File: src/rtl/ex_flag_stage_pkg.sv
// Shared opcode, condition-code and FSM definitions for the EX->MEM flag stage.
// Optional FLAG_BYPASS_EN lets branches see next-cycle flags.
package ex_flag_stage_pkg;

    localparam logic [3:0] OP_ADD    = 4'b0000;
    localparam logic [3:0] OP_PADDSB = 4'b0001;
    localparam logic [3:0] OP_SUB    = 4'b0010;
    localparam logic [3:0] OP_AND    = 4'b0011;
    localparam logic [3:0] OP_NOR    = 4'b0100;
    localparam logic [3:0] OP_SLL    = 4'b0101;
    localparam logic [3:0] OP_SRL    = 4'b0110;
    localparam logic [3:0] OP_SRA    = 4'b0111;
    localparam logic [3:0] OP_HLT    = 4'b1111;

    localparam logic [2:0] CC_NE     = 3'b000;
    localparam logic [2:0] CC_EQ     = 3'b001;
    localparam logic [2:0] CC_GT     = 3'b010;
    localparam logic [2:0] CC_LT     = 3'b011;
    localparam logic [2:0] CC_GTE    = 3'b100;
    localparam logic [2:0] CC_LTE    = 3'b101;
    localparam logic [2:0] CC_OVFL   = 3'b110;
    localparam logic [2:0] CC_UNCOND = 3'b111;

    typedef logic [1:0] state_t;

    localparam state_t ST_RUN    = 2'd0;
    localparam state_t ST_DRAIN  = 2'd1;
    localparam state_t ST_HALTED = 2'd2;

    function automatic logic sets_nzv(input logic [3:0] op);
        return (op == OP_ADD) || (op == OP_SUB);
    endfunction

    function automatic logic sets_z(input logic [3:0] op);
        return (op == OP_AND) || (op == OP_NOR) ||
               (op == OP_SLL) || (op == OP_SRL) ||
               (op == OP_SRA);
    endfunction

endpackage

File: src/rtl/ex_flag_stage_if.sv
// EX-side instruction bundle presented by the arithmetic unit.
// Master drives the bundle, slave is the flag stage.
interface ex_flag_stage_if #(
    parameter int DW = 16,
    parameter int RW = 4
);
    logic          ex_valid;
    logic [3:0]    ex_op;
    logic [DW-1:0] ex_result;
    logic          ex_v;
    logic          ex_n;
    logic [RW-1:0] ex_dst;
    logic          ex_we;

    modport master (
        output ex_valid, ex_op, ex_result,
        output ex_v, ex_n, ex_dst, ex_we
    );

    modport slave (
        input ex_valid, ex_op, ex_result,
        input ex_v, ex_n, ex_dst, ex_we
    );
endinterface

File: src/rtl/ex_flag_stage_branch_cond_eval.sv
// Combinational branch condition evaluator on N/Z/V flags.
// Shared with the hazard unit.
module branch_cond_eval
    import ex_flag_stage_pkg::*;
(
    input  logic [2:0] ccc,
    input  logic       z,
    input  logic       n,
    input  logic       v,
    output logic       taken
);

    always_comb begin
        taken = 1'b0;
        unique case (ccc)
            CC_NE:     taken = ~z;
            CC_EQ:     taken = z;
            CC_GT:     taken = ~z & ~n;
            CC_LT:     taken = n;
            CC_GTE:    taken = z | ~n;
            CC_LTE:    taken = n | z;
            CC_OVFL:   taken = v;
            CC_UNCOND: taken = 1'b1;
        endcase
    end

endmodule

File: src/rtl/ex_flag_stage.sv
// EX->MEM register, N/Z/V flag register, branch evaluation and HLT drain FSM.
// FLAG_BYPASS_EN: branch uses the flags being written this cycle.
module ex_flag_stage
    import ex_flag_stage_pkg::*;
#(
    parameter int DW = 16,
    parameter int RW = 4
) (
    input  logic                clk,
    input  logic                rst,
    ex_flag_stage_if.slave      ex,
    input  logic                stall,
    input  logic                flush,
    input  logic [2:0]          br_ccc,
    output logic                br_taken,
    output logic                mem_valid,
    output logic [DW-1:0]       mem_result,
    output logic [RW-1:0]       mem_dst,
    output logic                mem_we,
    output logic                flag_z,
    output logic                flag_n,
    output logic                flag_v,
    output logic                halted
);

    state_t state;
    logic   acc;
    logic   is_hlt;
    logic   nxt_z;
    logic   nxt_n;
    logic   nxt_v;

    assign acc = ex.ex_valid & ~stall & ~flush
               & (state == ST_RUN);
    assign is_hlt = (ex.ex_op == OP_HLT);
    assign halted = (state == ST_HALTED);

    // Z always derived from the full result, not the AU.
    always_comb begin
        nxt_z = flag_z;
        nxt_n = flag_n;
        nxt_v = flag_v;
        if (acc && sets_nzv(ex.ex_op)) begin
            nxt_z = (ex.ex_result == '0);
            nxt_n = ex.ex_n;
            nxt_v = ex.ex_v;
        end else if (acc && sets_z(ex.ex_op)) begin
            nxt_z = (ex.ex_result == '0);
        end
    end

    always_ff @(posedge clk) begin
        if (rst) begin
            mem_valid  <= 1'b0;
            mem_we     <= 1'b0;
            mem_result <= '0;
            mem_dst    <= '0;
        end else if (acc) begin
            mem_valid  <= 1'b1;
            mem_we     <= ex.ex_we & ~is_hlt;
            mem_result <= ex.ex_result;
            mem_dst    <= ex.ex_dst;
        end else if (!stall) begin
            mem_valid  <= 1'b0;
            mem_we     <= 1'b0;
        end
    end

    always_ff @(posedge clk) begin
        if (rst) begin
            flag_z <= 1'b0;
            flag_n <= 1'b0;
            flag_v <= 1'b0;
        end else begin
            flag_z <= nxt_z;
            flag_n <= nxt_n;
            flag_v <= nxt_v;
        end
    end

    always_ff @(posedge clk) begin
        if (rst) begin
            state <= ST_RUN;
        end else begin
            unique case (state)
                ST_RUN:
                    if (acc && is_hlt) state <= ST_DRAIN;
                ST_DRAIN:
                    if (!stall) state <= ST_HALTED;
                default:
                    state <= ST_HALTED;
            endcase
        end
    end

    branch_cond_eval u_bce (
        .ccc   (br_ccc),
`ifdef FLAG_BYPASS_EN
        .z     (nxt_z),
        .n     (nxt_n),
        .v     (nxt_v),
`else
        .z     (flag_z),
        .n     (flag_n),
        .v     (flag_v),
`endif
        .taken (br_taken)
    );

endmodule
File: src/flat_wrapper.sv
// flat-port wrapper written by rule: the top's interface ports become plain ports
module ex_flag_stage_flat import ex_flag_stage_pkg::*;
#(
    parameter int DW = 16,
    parameter int RW = 4
)
  (clk, rst, stall, flush, br_ccc, br_taken, mem_valid, mem_result, mem_dst, mem_we, flag_z, flag_n, flag_v, halted, ex_ex_valid, ex_ex_op, ex_ex_result, ex_ex_v, ex_ex_n, ex_ex_dst, ex_ex_we);
  ex_flag_stage_if #(.DW(DW), .RW(RW)) ex_i ();
  input  logic clk;
  input  logic rst;
  input  logic stall;
  input  logic flush;
  input  logic [2:0] br_ccc;
  output logic br_taken;
  output logic mem_valid;
  output logic [DW-1:0] mem_result;
  output logic [RW-1:0] mem_dst;
  output logic mem_we;
  output logic flag_z;
  output logic flag_n;
  output logic flag_v;
  output logic halted;
  input wire logic [$bits(ex_i.ex_valid)-1:0] ex_ex_valid;
  input wire logic [$bits(ex_i.ex_op)-1:0] ex_ex_op;
  input wire logic [$bits(ex_i.ex_result)-1:0] ex_ex_result;
  input wire logic [$bits(ex_i.ex_v)-1:0] ex_ex_v;
  input wire logic [$bits(ex_i.ex_n)-1:0] ex_ex_n;
  input wire logic [$bits(ex_i.ex_dst)-1:0] ex_ex_dst;
  input wire logic [$bits(ex_i.ex_we)-1:0] ex_ex_we;
  assign ex_i.ex_valid = ex_ex_valid;
  assign ex_i.ex_op = ex_ex_op;
  assign ex_i.ex_result = ex_ex_result;
  assign ex_i.ex_v = ex_ex_v;
  assign ex_i.ex_n = ex_ex_n;
  assign ex_i.ex_dst = ex_ex_dst;
  assign ex_i.ex_we = ex_ex_we;
  ex_flag_stage #(.DW(DW), .RW(RW)) u_core (.clk(clk), .rst(rst), .ex(ex_i), .stall(stall), .flush(flush), .br_ccc(br_ccc), .br_taken(br_taken), .mem_valid(mem_valid), .mem_result(mem_result), .mem_dst(mem_dst), .mem_we(mem_we), .flag_z(flag_z), .flag_n(flag_n), .flag_v(flag_v), .halted(halted));
endmodule
File: config.mk
export PLATFORM = sky130hd
export DESIGN_NAME = ex_flag_stage_flat
export DESIGN_NICKNAME = d
export VERILOG_FILES = /design/src/rtl/ex_flag_stage_pkg.sv /design/src/rtl/ex_flag_stage_if.sv /design/src/rtl/ex_flag_stage_branch_cond_eval.sv /design/src/rtl/ex_flag_stage.sv /design/src/flat_wrapper.sv
export SDC_FILE = /design/constraint.sdc
export NUM_CORES = 1
export LEC_CHECK = 0
export ABC_AREA = 1
export BUFFER_PORTS_ARGS = -buffer_cell sky130_fd_sc_hd__buf_4
export CAP_MARGIN = 40
export CORE_ASPECT_RATIO = 1.1
export CORE_MARGIN = 2
export CORE_UTILIZATION = 49
export CTS_BUF_LIST = sky130_fd_sc_hd__clkbuf_4
export CTS_CLUSTER_SIZE = 8
export DETAILED_ROUTE_END_ITERATION = 16
export MAX_ROUTING_LAYER = met4
export PLACE_DENSITY = 0.92
export SYNTH_ARGS = -nofsm -noshare
export SYNTH_HDL_FRONTEND = slang
export SYNTH_SLANG_ARGS = --single-unit
File: constraint.sdc
create_clock -name clk -period 3 [get_ports clk]
set_clock_uncertainty 0.15 [all_clocks]
set_input_delay 0.45 -clock clk [delete_from_list [all_inputs] [get_ports clk]]
set_output_delay 0.45 -clock clk [all_outputs]
set_load 0.01 [all_outputs]
# ---- Word level (Yosys, flattened, before mapping)
# Cells that the tools add are included.
dict set report totals {
  register_bits 27
  inputBits 35
  elab_cells 62
}
dict set report op_classes {
  n_eq_ne 19
  muxes 9
  n_bitwise 12
  reduce_logical 14
}
# op count
set op_table {}
lappend op_table {{equality test 4 x 3 -> 1 bit, second input constant} 4}
lappend op_table {{zero test 16 bit} 1}
lappend op_table {{equality test 3 bit, second input constant} 4}
lappend op_table {{equality test 4 x 2 -> 1 bit, second input constant} 2}
lappend op_table {{one-hot mux 1 bit (8 select lines)} 1}
lappend op_table {{equality test 3 x 2 -> 1 bit, second input constant} 2}
lappend op_table {{bitwise AND 1 bit} 5}
lappend op_table {{logical OR 1 bit} 5}
lappend op_table {{two-way mux 1 bit} 5}
lappend op_table {{NOT 1 bit} 5}
lappend op_table {{equality test 4 bit, second input constant} 1}
lappend op_table {{zero test 4 bit} 1}
lappend op_table {{two-way mux 2 bit} 2}
lappend op_table {{!= test 2 bit, second input constant} 2}
lappend op_table {{one-hot mux 2 bit (2 select lines)} 1}
lappend op_table {{equality test 3 x 1 -> 1 bit, second input constant} 1}
lappend op_table {{logical AND 1 bit} 3}
lappend op_table {{zero test 3 bit} 1}
lappend op_table {{equality test 2 x 1 -> 1 bit, second input constant} 1}
lappend op_table {{equality test 2 bit, second input constant} 1}
lappend op_table {{zero test 2 bit} 1}
lappend op_table {{!= test 2 x 1 -> 1 bit, second input constant} 1}
lappend op_table {{bitwise OR 1 bit} 2}
lappend op_table {{AND reduction 2 bit} 1}
lappend op_table {{nonzero test 2 bit} 1}

# ---- Logic depth before layout (Yosys ltp)
# Gate-level depths: netlist of the first run.
dict set report logic_depth {
  depth_word 8
  mapped_depth 7
  ltp_nobuf 7
}

# ---- Modules after synthesis
# Synthesis of the first run repeated with hierarchy kept, for this count alone.
dict set report unflattened {
  hier_cells 165
  hier_area_um2 1156.1
}
# mod n_inst cells_per_inst area_per_inst_um2
set by_module_without_submodules {}
lappend by_module_without_submodules {ex_flag_stage 1 150 1084.8}
lappend by_module_without_submodules {branch_cond_eval 1 15 71.3}

# ---- Worst setup path after synthesis of the first run
# OpenSTA, ideal clock, no wires.
dict set report synth_path {
  path_type {in2out}
  startpoint {input br_ccc[2]}
  endpoint {output br_taken}
  arrival_ns 0.924
  required_time_ns 2.400
  path_slack_ns 1.476
  path_stages 5
  n_path_buf 0
  cell_sequence {o21ai_0 -> nand2_1 -> o21ai_0 -> o21ai_0 -> inv_1}
}
dict set report synth_between {
  elab_chain_cells 2
  word_cells_on_any_way 9
}
# item line_no
set synth_lines {}
lappend synth_lines {{start, declared} flat_wrapper.sv:13} ;# input logic [2:0] br_ccc;
lappend synth_lines {{equality test 3 bit, or another cell as far along} ex_flag_stage_branch_cond_eval.sv:15} ;# unique case (ccc)
lappend synth_lines {{one-hot mux 1 bit (8 select lines) *} ex_flag_stage_branch_cond_eval.sv:15}
lappend synth_lines {{end, declared} flat_wrapper.sv:14} ;# output logic br_taken;
# Mark *: on every way between the ends. The rest lies on a longest branch, timed or not.

# ---- Worst setup path after layout of the first run
dict set report layout_path {
  startpoint {register u_core.flag_n}
  endpoint {output br_taken}
}
dict set report layout_between {
  elab_chain_cells 3
  word_cells_on_any_way 5
}
# item line_no
set layout_lines {}
lappend layout_lines {{start, declared} ex_flag_stage.sv:21} ;# output logic flag_n,
lappend layout_lines {{start signal, assigned} ex_flag_stage.sv:76} ;# flag_n <= nxt_n;
lappend layout_lines {{NOT 1 bit} {ex_flag_stage_branch_cond_eval.sv:18, ex_flag_stage_branch_cond_eval.sv:20}}
lappend layout_lines {{bitwise OR 1 bit or bitwise AND 1 bit (tied branches)} {ex_flag_stage_branch_cond_eval.sv:20, ex_flag_stage_branch_cond_eval.sv:18}}
lappend layout_lines {{one-hot mux 1 bit (8 select lines) *} ex_flag_stage_branch_cond_eval.sv:15}
# Marks and branches as above.

==> reports/qor.log, run 1 <==
INFO  layout         antenna_cells=0
INFO  global_routing grt_first_pass_wirelength=4080µm
INFO  die            rows=18
INFO  worst_setup_path crit_family=flip-flops
INFO  layout         area_growth_syn_to_layout=42.6%
INFO  synth          synthesis.instances=162
INFO  worst_setup_path critPathSlowestCell=sky130_fd_sc_hd__dfxtp_1
INFO  placed_design  portBuffers=61
INFO  worst_setup_path cpMostUsedCell=sky130_fd_sc_hd__o21ai_0
INFO  detailed_routing route.detailed.vias_per_inst=4.68
INFO  layout         n_fill_cell=194
INFO  worst_setup_path worst_path_largest_cell_delay=380ps
INFO  worst_setup_path worstSetupPathType=flip-flop to output port
INFO  synth          post_synth_and_or_nand_nor_area_fraction=32.0%
INFO  detailed_routing ant_nets=0
INFO  clocking       hold_buf_cts=0
INFO  timing         layout_setup_ws=1120ps
INFO  clocking       clkTransAtPathRegs=130ps
INFO  clocking       cts-resized-gates=0
INFO  power          powerDensity=411nW/µm²
INFO  worst_setup_path critical_path.max_fanout=3
INFO  die            fp.dieArea=2730µm²
INFO  die            num_io_pins=62
INFO  timing         timing.final.crit_share=62.7%
INFO  synth          netlist_area=1140µm²
INFO  synth          yosysSeqAreaShare=47.5%
INFO  synth          top_post_synthesis_cells_by_area=sky130_fd_sc_hd__dfxtp_1 (47%), sky130_fd_sc_hd__nor2_1 (21%), sky130_fd_sc_hd__o21ai_0 (11%), sky130_fd_sc_hd__nand2_1 (5.3%), sky130_fd_sc_hd__inv_1 (3.6%)
INFO  timing         finalWorstPathRequiredPeriod=1880ps
INFO  clocking       ctsLongestPathBuffers=2
INFO  synth          syn-num-nets=197
INFO  power          worst_ir_drop_vdd=0.295mV
INFO  timing         timing.final.max_slew_violations=0
INFO  detailed_routing remaining_drc_errors=0
INFO  timing         timing.fmax=532MHz
INFO  worst_setup_path critPathCaptureType=output port
INFO  placed_design  finalWeightedCongestion=0.745
INFO  clocking       clock_latency=320ps
INFO  worst_setup_path path_cells=o21ai_0 -> nand2_1 -> o21ai_0 -> o21ai_0 -> inv_1 -> buf_4
INFO  synth          share_of_synthesized_cell_area_in_full_adder_half_adder_and_majority_cells=0%
INFO  timing         total_of_endpoints_with_negative_setup_slack_in_the_final_report=0
INFO  worst_setup_path reg_to_reg_setup_timing_slack=1420ps
INFO  synth          synth.largest_area_cell=sky130_fd_sc_hd__dfxtp_1
INFO  timing         timing.final.hold_violations=0
INFO  detailed_routing wl_per_cell=10.2µm
INFO  clocking       cts.root.buffer_cell=sky130_fd_sc_hd__clkbuf_4
INFO  layout         final_nets=257
INFO  worst_setup_path worst_setup_path_start_kind=flip-flop
INFO  die            floorplan.die.height=54.6µm
INFO  synth          synth_top_family_by_area=simple AND/OR/NAND/NOR gates
INFO  die            initial_core_util=51.1%
INFO  die            die_w=50.0µm
INFO  placed_design  dp_worst_setup_slack=1220ps
INFO  clocking       cts_htree_levels=1
INFO  worst_setup_path timing.critical_path.buf_inv=2
INFO  worst_setup_path critical_path_arrival=1280ps
INFO  synth          synth-compound-area-share=12.7%
INFO  global_routing grt_pass1_vias=967
INFO  die            core_area=2230µm²
INFO  layout         fin_area=1620µm²
INFO  clocking       tritoncts=built
INFO  detailed_routing dr_total_vias=1174
INFO  clocking       cts_post_setup_buffers_inserted=0
INFO  hold_path      timing.hold.worst_path_depth=2
INFO  global_routing grt_start_max_net_pins=26
INFO  worst_setup_path timing.critical_path.required=2400ps
INFO  placed_design  place_area=1590µm²
INFO  synth          ys_ff_latch=27
INFO  synth          yosys.area_share.xor_xnor=0%
INFO  hold_path      whs_endpoint=u_core.mem_we
INFO  clocking       clkSinkCount=27
INFO  flow_run       max_cap_violations=0
INFO  synth          ys_types=18
INFO  synth          muxShareOfSynthArea=0%
INFO  worst_setup_path rr_endpoint=u_core.mem_we
INFO  timing         max_slew.worst_pin.slew=537ps
INFO  power          total_leakage_power=0.775nW
INFO  synth          post_synth.cell_area_avg=7.03µm²
INFO  timing         fin_tns_setup=0ps
INFO  hold_path      hold_path_startpoint=rst
INFO  global_routing global_route.overflow_total=0
INFO  synth          synthesis.yosys.warnings=0
INFO  clocking       numCtsBuffers=3
INFO  layout         util_after_layout=72.8%
INFO  synth          synth_largest_type_area_fraction=47.5%
INFO  global_routing track_usage=20.7%
INFO  detailed_routing wl=2570µm
INFO  timing         max-slew-margin-rel=64.1%
INFO  detailed_routing drt_iter0_markers=10
INFO  detailed_routing drt_pre_antenna_iters=4
INFO  placed_design  place_hpwl=1970µm
INFO  status         run_status=complete, no violations
INFO  worst_setup_path worstRegToRegCells=5
INFO  worst_setup_path rr_startpoint=u_core.state[0]
INFO  layout         layout-drive-gt1-share=31.7%
INFO  global_routing antenna_found_initial=0
INFO  hold_path      hold_class=input pin to flip-flop
INFO  timing         rsz0062_at_grt=no
## cells in the final DEF (no fill, tap or decap)
cell / instances
sky130_fd_sc_hd__nor3b_1: 1
sky130_fd_sc_hd__buf_4: 61
sky130_fd_sc_hd__nor2_4: 1
sky130_fd_sc_hd__nand3_1: 3
sky130_fd_sc_hd__o21a_1: 1
sky130_fd_sc_hd__nor2_2: 1
sky130_fd_sc_hd__nand2_1: 16
sky130_fd_sc_hd__nand4_1: 1
sky130_fd_sc_hd__dfxtp_1: 27
sky130_fd_sc_hd__nor2_1: 64
sky130_fd_sc_hd__o211ai_1: 1
sky130_fd_sc_hd__inv_1: 11
sky130_fd_sc_hd__inv_2: 2
sky130_fd_sc_hd__nand3_4: 1
sky130_fd_sc_hd__o21ai_0: 24
sky130_fd_sc_hd__a21oi_1: 2
sky130_fd_sc_hd__clkbuf_4: 4
## layer usage
layer  track usage [%]  part of all wire (%)  up-vias
li1                  -                     -      625
met1              21.3                    40      512
met2              39.1                    54       32
met3              2.73                   4.2        5
met4              11.1                   2.1        0
met5                 -                     0        -
## state kept, by name (all words and copies together) (netlist names)
signal / flops
u_core.flag_n: 1
u_core.flag_v: 1
u_core.flag_z: 1
u_core.mem_dst: 4
u_core.mem_result: 16
u_core.mem_valid: 1
u_core.mem_we: 1
u_core.state: 2
## cell type report
| type | count | area [µm²] | area share (%) |
|---|---|---|---|
| Inverter | 13 | 48.8 | 3.00 |
| Clock buffer | 4 | 30.0 | 1.85 |
| Sequential cell | 27 | 541 | 33.3 |
| Multi-Input combinational cell | 116 | 509 | 31.4 |
| Tap cell | 30 | 37.5 | 2.31 |
| Timing Repair Buffer | 61 | 458 | 28.2 |
## cell families after synthesis
family | Yosys count
flops | 27
simple gates | 88
compound gates | 28
buf+inv | 19
## report_power, final
part	leakage [nW]	total (mW)	internal [mW]	switching (mW)
logic	0.537	0.123	0.0660	0.0573
clock network	0.0184	0.163	0.0612	0.102
registers	0.220	0.382	0.374	0.00799
## worst max path at each step
stage / depth (start not counted) / end / slack [ps] / from
floorplan: 5 / br_taken / 1480 / br_ccc[2]
detailed placement: 6 / br_taken / 1220 / br_ccc[2]
global route: 6 / br_taken / 920 / u_core.flag_n
finish: 6 / br_taken / 1120 / u_core.flag_n
global placement: 6 / br_taken / 1240 / br_ccc[2]
CTS: 6 / br_taken / 1100 / u_core.flag_n
## per-stage QoR
| stage | hold slack [ps] | power, mW | instances |
|---|---|---|---|
| global route | 144 | 0.700 | 251 |
| floorplan | 324 | 0.445 | 162 |
| finish | 153 | 0.668 | 251 |
| detailed placement | 297 | 0.515 | 247 |
| global placement | 298 | 0.511 | 247 |
| CTS | 146 | 0.675 | 251 |
## cells in the mapped netlist (all sizes together)
cell	n
o211ai	1
o21a	1
nor3b	1
o21ai	24
dfxtp	27
inv	13
nand4	1
buf	2
clkbuf	4
a21oi	2
nor2	66
nand3	4
nand2	16
Power figures use the tool's default switching activity.
==> run 2, diff against run 1 <==
Settings changed: ABC_AREA 1 to 0, CORE_UTILIZATION 49 to 45, PLACE_DENSITY 0.92 to 0.86.
Clock period 3 ns to 1.8 ns, I/O delays scaled along.
==> reports/qor.log, run 2 <==
INFO  die            floorplan.die.height=55.9µm [+2.5%]
INFO  detailed_routing dr_total_vias=1189 [+1.3%]
INFO  detailed_routing wl=3020µm [+17%]
INFO  power          total_leakage_power=0.735nW [-5.2%]
INFO  worst_setup_path crit_family=flip-flops
INFO  synth          synthesis.instances=137 [-15%]
INFO  synth          synthMostInstantiatedCell=sky130_fd_sc_hd__nand2_1
INFO  hold_path      hold_class=input pin to flip-flop
INFO  synth          top_post_synthesis_cells_by_area=sky130_fd_sc_hd__dfxtp_1 (49%), sky130_fd_sc_hd__nand2_1 (14%), sky130_fd_sc_hd__a21oi_1 (10%), sky130_fd_sc_hd__nor2_1 (2.7%), sky130_fd_sc_hd__nor4_1 (2.3%)
INFO  synth          ys_ff_latch=27 [unchanged]
INFO  synth          ys_types=26 [+8]
INFO  synth          netlist_area=1100µm² [-3.2%]
INFO  global_routing grt_start_max_net_pins=29 [+12%]
INFO  layout         layout-drive-gt1-share=39.1% [+7.4 points]
INFO  clocking       clkTransAtPathRegs=140ps [about the same]
INFO  die            fp.dieArea=2860µm² [+5.0%]
INFO  timing         timing.fmax=556MHz
INFO  clocking       clkSinkCount=27 [unchanged]
INFO  detailed_routing detailroute.wirelength.met3=168µm [+57%]
INFO  detailed_routing m1WireLength=1160µm [+13%]
INFO  global_routing grt_pass1_vias=1130 [+17%]
INFO  detailed_routing drt_pre_antenna_iters=4 [unchanged]
INFO  detailed_routing drt_iter0_markers=16 [+6]
INFO  layout         largest_reg_flops=16 [unchanged]
INFO  die            initial_core_util=48.5% [-2.6 points]
INFO  clocking       tritoncts=built
INFO  synth          synth_largest_type_area_fraction=49.0% [+1.6 points]
INFO  die            num_io_pins=62 [unchanged]
INFO  worst_setup_path critPathCaptureType=output port
INFO  timing         timing.final.crit_share=100%
INFO  synth          async_reset_ff_share=0% [unchanged]
INFO  worst_setup_path critPathSlowestCell=sky130_fd_sc_hd__dfxtp_4
INFO  worst_setup_path worst_setup_path_start_kind=flip-flop
INFO  detailed_routing wl_per_cell=13.0µm [+27%]
INFO  timing         rsz0062_at_grt=yes
INFO  worst_setup_path critical_path_arrival=1380ps [+100 ps]
INFO  timing         timing.final.hold_violations=0 [unchanged]
INFO  worst_setup_path path_cells=nor3b_2 -> o21ai_2 -> a31oi_1 -> a311oi_1 -> buf_4
INFO  layout         final_cell_mix=sky130_fd_sc_hd__buf_4 (67), sky130_fd_sc_hd__nand2_1 (41), sky130_fd_sc_hd__dfxtp_1 (25), sky130_fd_sc_hd__a21oi_1 (22), sky130_fd_sc_hd__nor2_1 (8)
INFO  worst_setup_path timing.critical_path.buf_inv=1 [-1]
INFO  placed_design  place_hpwl=2300µm [+16%]
INFO  layout         layout_commonest_cell=sky130_fd_sc_hd__buf_4
INFO  clocking       numCtsBuffers=3 [unchanged]
INFO  worst_setup_path worst_path_largest_cell_delay=380ps [about the same]
INFO  detailed_routing route.detailed.vias_per_inst=5.13 [+9.6%]
INFO  timing         max_slew.worst_pin.slew=372ps [-166 ps]
INFO  synth          syn-num-nets=172 [-13%]
INFO  synth          number_of_flops_mapped_to_enable_cells_by_yosys=0 [unchanged]
INFO  synth          synth.largest_area_cell=sky130_fd_sc_hd__dfxtp_1
INFO  status         run_status=finished, violations left
INFO  layout         reg.largest.list=u_core.mem_result: 16 flops, u_core.mem_dst: 4 flops, u_core.state: 2 flops
INFO  timing         total_of_endpoints_with_negative_setup_slack_in_the_final_report=1 [+1]
INFO  synth          synthesis.yosys.warnings=0 [unchanged]
INFO  placed_design  finalWeightedCongestion=0.730 [-2.0%]
INFO  worst_setup_path worstSetupPathType=flip-flop to output port
INFO  timing         final.hold.worst_slack=38.4ps [-114 ps]
INFO  layout         register_with_the_highest_flop_count=u_core.mem_result
INFO  layout         final_nets=238 [-7.4%]
INFO  worst_setup_path critical_path.max_fanout=3 [unchanged]
INFO  global_routing antenna_found_initial=0 [unchanged]
INFO  detailed_routing met2_wirelength=1670µm [+20%]
INFO  power          worst_ir_drop_vdd=0.439mV [+49%]
INFO  synth          dominantRegCellSynth=sky130_fd_sc_hd__dfxtp_1
INFO  worst_setup_path timing.critical_path.required=1380ps [-1020 ps]
INFO  clocking       cts_htree_levels=1 [unchanged]
INFO  clocking       ctsLongestPathBuffers=2 [unchanged]
INFO  clocking       clock_latency=320ps [about the same]
INFO  layout         area_growth_syn_to_layout=51.1%
INFO  die            core_area=2270µm² [+2.0%]
INFO  layout         antenna_cells=0 [unchanged]
INFO  flow_run       max_cap_violations=0 [unchanged]
INFO  detailed_routing remaining_drc_errors=0 [unchanged]
INFO  timing         finalWorstPathRequiredPeriod=1800ps
INFO  synth          post_synth.cell_area_avg=8.05µm² [+14%]
INFO  global_routing grt_first_pass_wirelength=4890µm [+20%]
INFO  timing         max-slew-margin-rel=75.0% [+11 points]
INFO  clocking       cts.root.buffer_cell=sky130_fd_sc_hd__clkbuf_4
INFO  power          powerDensity=630nW/µm² [+53%]
INFO  placed_design  portBuffers=61 [unchanged]
INFO  detailed_routing ant_nets=0 [unchanged]
INFO  status         failed_checks=negative setup slack
INFO  timing         layout_setup_ws=-0.157ps [-1120 ps]
INFO  timing         fin_tns_setup=-0.157ps [-0.157 ps]
INFO  detailed_routing top_signal_layer_used=met4
INFO  timing         timing.final.max_slew_violations=0 [unchanged]
INFO  die            rows=18 [unchanged]
INFO  global_routing global_route.overflow_total=0 [unchanged]
INFO  die            die_w=51.2µm [+2.5%]
INFO  global_routing track_usage=22.6% [+1.9 points]
INFO  synth          yosysSeqAreaShare=49.0% [+1.6 points]
INFO  synth          post_synth_most_frequent_cells=sky130_fd_sc_hd__nand2_1 (41), sky130_fd_sc_hd__dfxtp_1 (27), sky130_fd_sc_hd__a21oi_1 (22), sky130_fd_sc_hd__nor2_1 (8)
[run 2: cell families after synthesis]
logic type	synth area share (%)
buffers and inverters	4.65
adder cells (fa/ha/maj)	0.908
multiplexers	1.82
AO/OA/AOI/OAI	14.8
flip-flops	49.0
AND/OR/NAND/NOR	28.8
[run 2: metrics by stage]
step / power (mW) / cell area (µm²) / worst slack (ps) / cells / utilization, %
final: 1.05 / 1670 / -0.157 / 232 / 73.2
after global routing: 1.11 / 1670 / -66.4 / 232 / 73.2
after CTS: 1.06 / 1650 / 2.78 / 232 / 72.7
after detailed placement: 0.807 / 1590 / 163 / 225 / 70.0
after global placement: 0.801 / 1590 / 237 / 225 / 70.0
after floorplan: 0.700 / 1100 / 277 / 137 / -
[run 2: final timing paths]
kind	slack, ps	endpoint	start	cells after the start
min reg2reg	310	u_core.mem_result[11]	u_core.mem_result[11]	2
max reg2reg	240	u_core.mem_result[0]	u_core.state[0]	5
min	40	u_core.flag_n	ex_ex_n	3
max	-0.2	br_taken	u_core.flag_z	5
[run 2: metal layers]
metal  up-vias  GRT usage [%]
li1        595              -
met1       549           23.3
met2        43           42.3
met3         2           2.96
met4         0           8.11
met5         -              -
[run 2: what timing repair did]
item | in CTS | in global routing
pin swaps | 2 | 2
hold buffers | 0 | 0
endpoints found under the setup margin | 1 | 1
resized for setup | 5 | 4
hold endpoints to repair | 0 | 0
setup buffers | 3 | 0
[run 2: layout make-up]
| cell class | instances | area (µm²) |
|---|---|---|
| fillers | 176 | 609 |
| repair buffers | 68 | 514 |
| clock inverters | 1 | 5.00 |
| inverters | 4 | 15.0 |
| well taps | 30 | 37.5 |
| clock buffers | 3 | 22.5 |
| multi-input cells | 99 | 526 |
| flip-flops and latches | 27 | 546 |
[run 2: power breakdown]
part	internal [mW]	total, mW	switching [mW]
Clock	0.0831	0.252	0.169
Sequential	0.613	0.621	0.00872
Combinational	0.0962	0.175	0.0792
Total	0.792	1.05	0.257
[run 2: tightest hold or removal path: stages]
cell	delay, ps
sky130_fd_sc_hd__buf_4	80
sky130_fd_sc_hd__mux2i_1	60
sky130_fd_sc_hd__nor2_1	80
==> run 3, diff against run 2 <==
Settings changed: GPL_TIMING_DRIVEN from default to 0.
==> reports/qor.log, run 3 (synthesis gave the netlist of run 2 again) <==
INFO  worst_setup_path worstRegToRegCells=5 [unchanged]
INFO  die            floorplan.die.height=55.9µm [unchanged]
INFO  clocking       cts_htree_levels=1 [unchanged]
INFO  placed_design  place_hpwl=2350µm [+2.2%]
INFO  layout         layout_commonest_cell=sky130_fd_sc_hd__buf_4
INFO  layout         final_cell_mix=sky130_fd_sc_hd__buf_4 (64), sky130_fd_sc_hd__nand2_1 (41), sky130_fd_sc_hd__dfxtp_1 (25), sky130_fd_sc_hd__a21oi_1 (22), sky130_fd_sc_hd__nor2_1 (8)
INFO  layout         antenna_cells=0 [unchanged]
INFO  power          powerDensity=645nW/µm² [+2.4%]
INFO  detailed_routing route.detailed.vias_per_inst=5.15 [+0.49%]
INFO  hold_path      hold_class=input pin to flip-flop
INFO  timing         fin_tns_setup=-36.9ps [-36.7 ps]
INFO  timing         timing.final.hold_violations=0 [unchanged]
INFO  timing         layout_setup_ws=-36.9ps [-36.7 ps]
INFO  worst_setup_path worst_setup_path_start_kind=flip-flop
INFO  power          total_leakage_power=0.721nW [-1.9%]
INFO  status         failed_checks=negative setup slack
INFO  layout         reg.largest.list=u_core.mem_result: 16 flops, u_core.mem_dst: 4 flops, u_core.state: 2 flops
INFO  clocking       clkSinkCount=27 [unchanged]
INFO  worst_setup_path reg_to_reg_setup_timing_slack=200ps [-40 ps]
INFO  clocking       cts.root.buffer_cell=sky130_fd_sc_hd__clkbuf_4
INFO  global_routing antenna_found_initial=0 [unchanged]
INFO  timing         timing.final.max_slew_violations=0 [unchanged]
INFO  hold_path      hold_path_startpoint=ex_ex_v
INFO  clocking       tritoncts=built
INFO  worst_setup_path critPathCaptureType=output port
INFO  die            num_io_pins=62 [unchanged]
INFO  die            die_w=51.2µm [unchanged]
INFO  status         run_status=finished, violations left
INFO  layout         register_with_the_highest_flop_count=u_core.mem_result
INFO  timing         total_of_endpoints_with_negative_setup_slack_in_the_final_report=1 [unchanged]
INFO  placed_design  portBuffers=60 [-1.6%]
INFO  timing         rsz0062_at_grt=yes
INFO  worst_setup_path critical_path.max_fanout=3 [unchanged]
INFO  layout         fin_area=1650µm² [-0.68%]
INFO  global_routing grt_start_max_net_pins=17 [-41%]
INFO  worst_setup_path timing.critical_path.required=1380ps [about the same]
INFO  clocking       ctsLongestPathBuffers=2 [unchanged]
INFO  layout         final_nets=239 [+0.42%]
INFO  layout         layout-drive-gt1-share=37.4% [-1.7 points]
INFO  die            fp.dieArea=2860µm² [unchanged]
INFO  worst_setup_path rr_startpoint=u_core.state[0]
INFO  layout         largest_reg_flops=16 [unchanged]
INFO  detailed_routing dr_total_vias=1200 [+0.93%]
INFO  hold_path      timing.hold.worst_path_depth=3 [unchanged]
INFO  detailed_routing wl_per_cell=13.2µm [+1.4%]
INFO  timing         max_slew.worst_pin.slew=425ps [+53.4 ps]
INFO  hold_path      whs_endpoint=u_core.flag_v
INFO  layout         area_growth_syn_to_layout=50.1%
INFO  power          worst_ir_drop_vdd=0.620mV [+41%]
INFO  die            initial_core_util=48.5% [unchanged]
INFO  clocking       numCtsBuffers=3 [unchanged]
INFO  timing         max-slew-margin-rel=71.7% [-3.3 points]
INFO  placed_design  finalWeightedCongestion=0.696 [-4.7%]
INFO  detailed_routing ant_nets=0 [unchanged]
INFO  global_routing grt_first_pass_wirelength=4910µm [+0.27%]
INFO  global_routing global_route.overflow_total=0 [unchanged]
INFO  clocking       clkTransAtPathRegs=150ps [about the same]
INFO  worst_setup_path worstSetupPathType=flip-flop to output port
INFO  detailed_routing drt_pre_antenna_iters=4 [unchanged]
INFO  global_routing track_usage=23.0% [+0.46 points]
INFO  placed_design  place_area=1590µm² [about the same]
INFO  worst_setup_path critical_path_arrival=1420ps [+40 ps]
INFO  timing         finalWorstPathRequiredPeriod=1840ps [+36.7 ps]
INFO  die            core_area=2270µm² [unchanged]
INFO  detailed_routing remaining_drc_errors=0 [unchanged]
INFO  global_routing grt_pass1_vias=1143 [+1.2%]
INFO  detailed_routing drt_iter0_markers=24 [+8]
INFO  flow_run       max_cap_violations=0 [unchanged]
INFO  worst_setup_path worst_setup_path_startpoint=u_core.flag_n
INFO  timing         timing.fmax=544MHz [-2.0%]
INFO  clocking       hold_buf_cts=0 [unchanged]
INFO  timing         timing.final.crit_share=102% [+2.0 points]
INFO  clocking       clock_latency=330ps [about the same]
INFO  detailed_routing wl=3080µm [+1.8%]
INFO  worst_setup_path rr_endpoint=u_core.mem_result[1]
INFO  die            rows=18 [unchanged]
## run 3: critical path: stages (launching register included)
cell,delay [ps]
sky130_fd_sc_hd__dfxtp_4,380
sky130_fd_sc_hd__maj3_2,310
sky130_fd_sc_hd__nor3b_2,170
sky130_fd_sc_hd__a311oi_1,70
sky130_fd_sc_hd__buf_4,150
## run 3: where the power goes
part           total [mW]  switching, mW  internal, mW
clock network       0.272          0.187        0.0852
logic               0.174         0.0792        0.0949
registers           0.620        0.00887         0.612
total                1.07          0.275         0.792
## run 3: worst max-delay path by stage
stage                     to  depth (start not counted)  slack [ps]
floorplan           br_taken                          4         280
global placement    br_taken                          6         230
detailed placement  br_taken                          6         140
CTS                 br_taken                          4         -20
global route        br_taken                          5        -120
finish              br_taken                          4         -40
## run 3: timing repair
item                                    4_1_cts  5_1_grt
endpoints found under the setup margin        1        1
endpoints found under the hold margin         0        0
gates cloned                                  0        0
setup buffers                                 2        0
pin swaps                                     1        0
resized for setup                             7        1
## run 3: layout make-up
type / instances / area [µm²]
fillers: 174 / 621
flip-flops and latches: 27 / 548
multi-input cells: 99 / 522
repair buffers: 62 / 465
well taps: 30 / 37.5
plain buffers: 7 / 36.3
clock buffers: 3 / 22.5
inverters: 4 / 15.0
clock inverters: 1 / 7.51
## run 3: through the flow
step | std cells | setup slack [ps] | hold slack [ps] | util, % | total power [mW]
after global routing | 233 | -119 | 2.99 | 72.7 | 1.12
after global placement | 227 | 228 | 292 | 69.9 | 0.801
final | 233 | -36.9 | 8.11 | 72.7 | 1.07
after CTS | 233 | -15.5 | 4.03 | 72.5 | 1.07
after detailed placement | 227 | 137 | 300 | 69.9 | 0.807
after floorplan | 137 | 277 | 253 | - | 0.700
## run 3: per-layer routing
metal | part of all wire (%) | track usage [%]
met1 | 40 | 25.5
met2 | 53 | 40.3
met3 | 5.8 | 2.15
met4 | 2.1 | 11.6
met5 | 0 | -
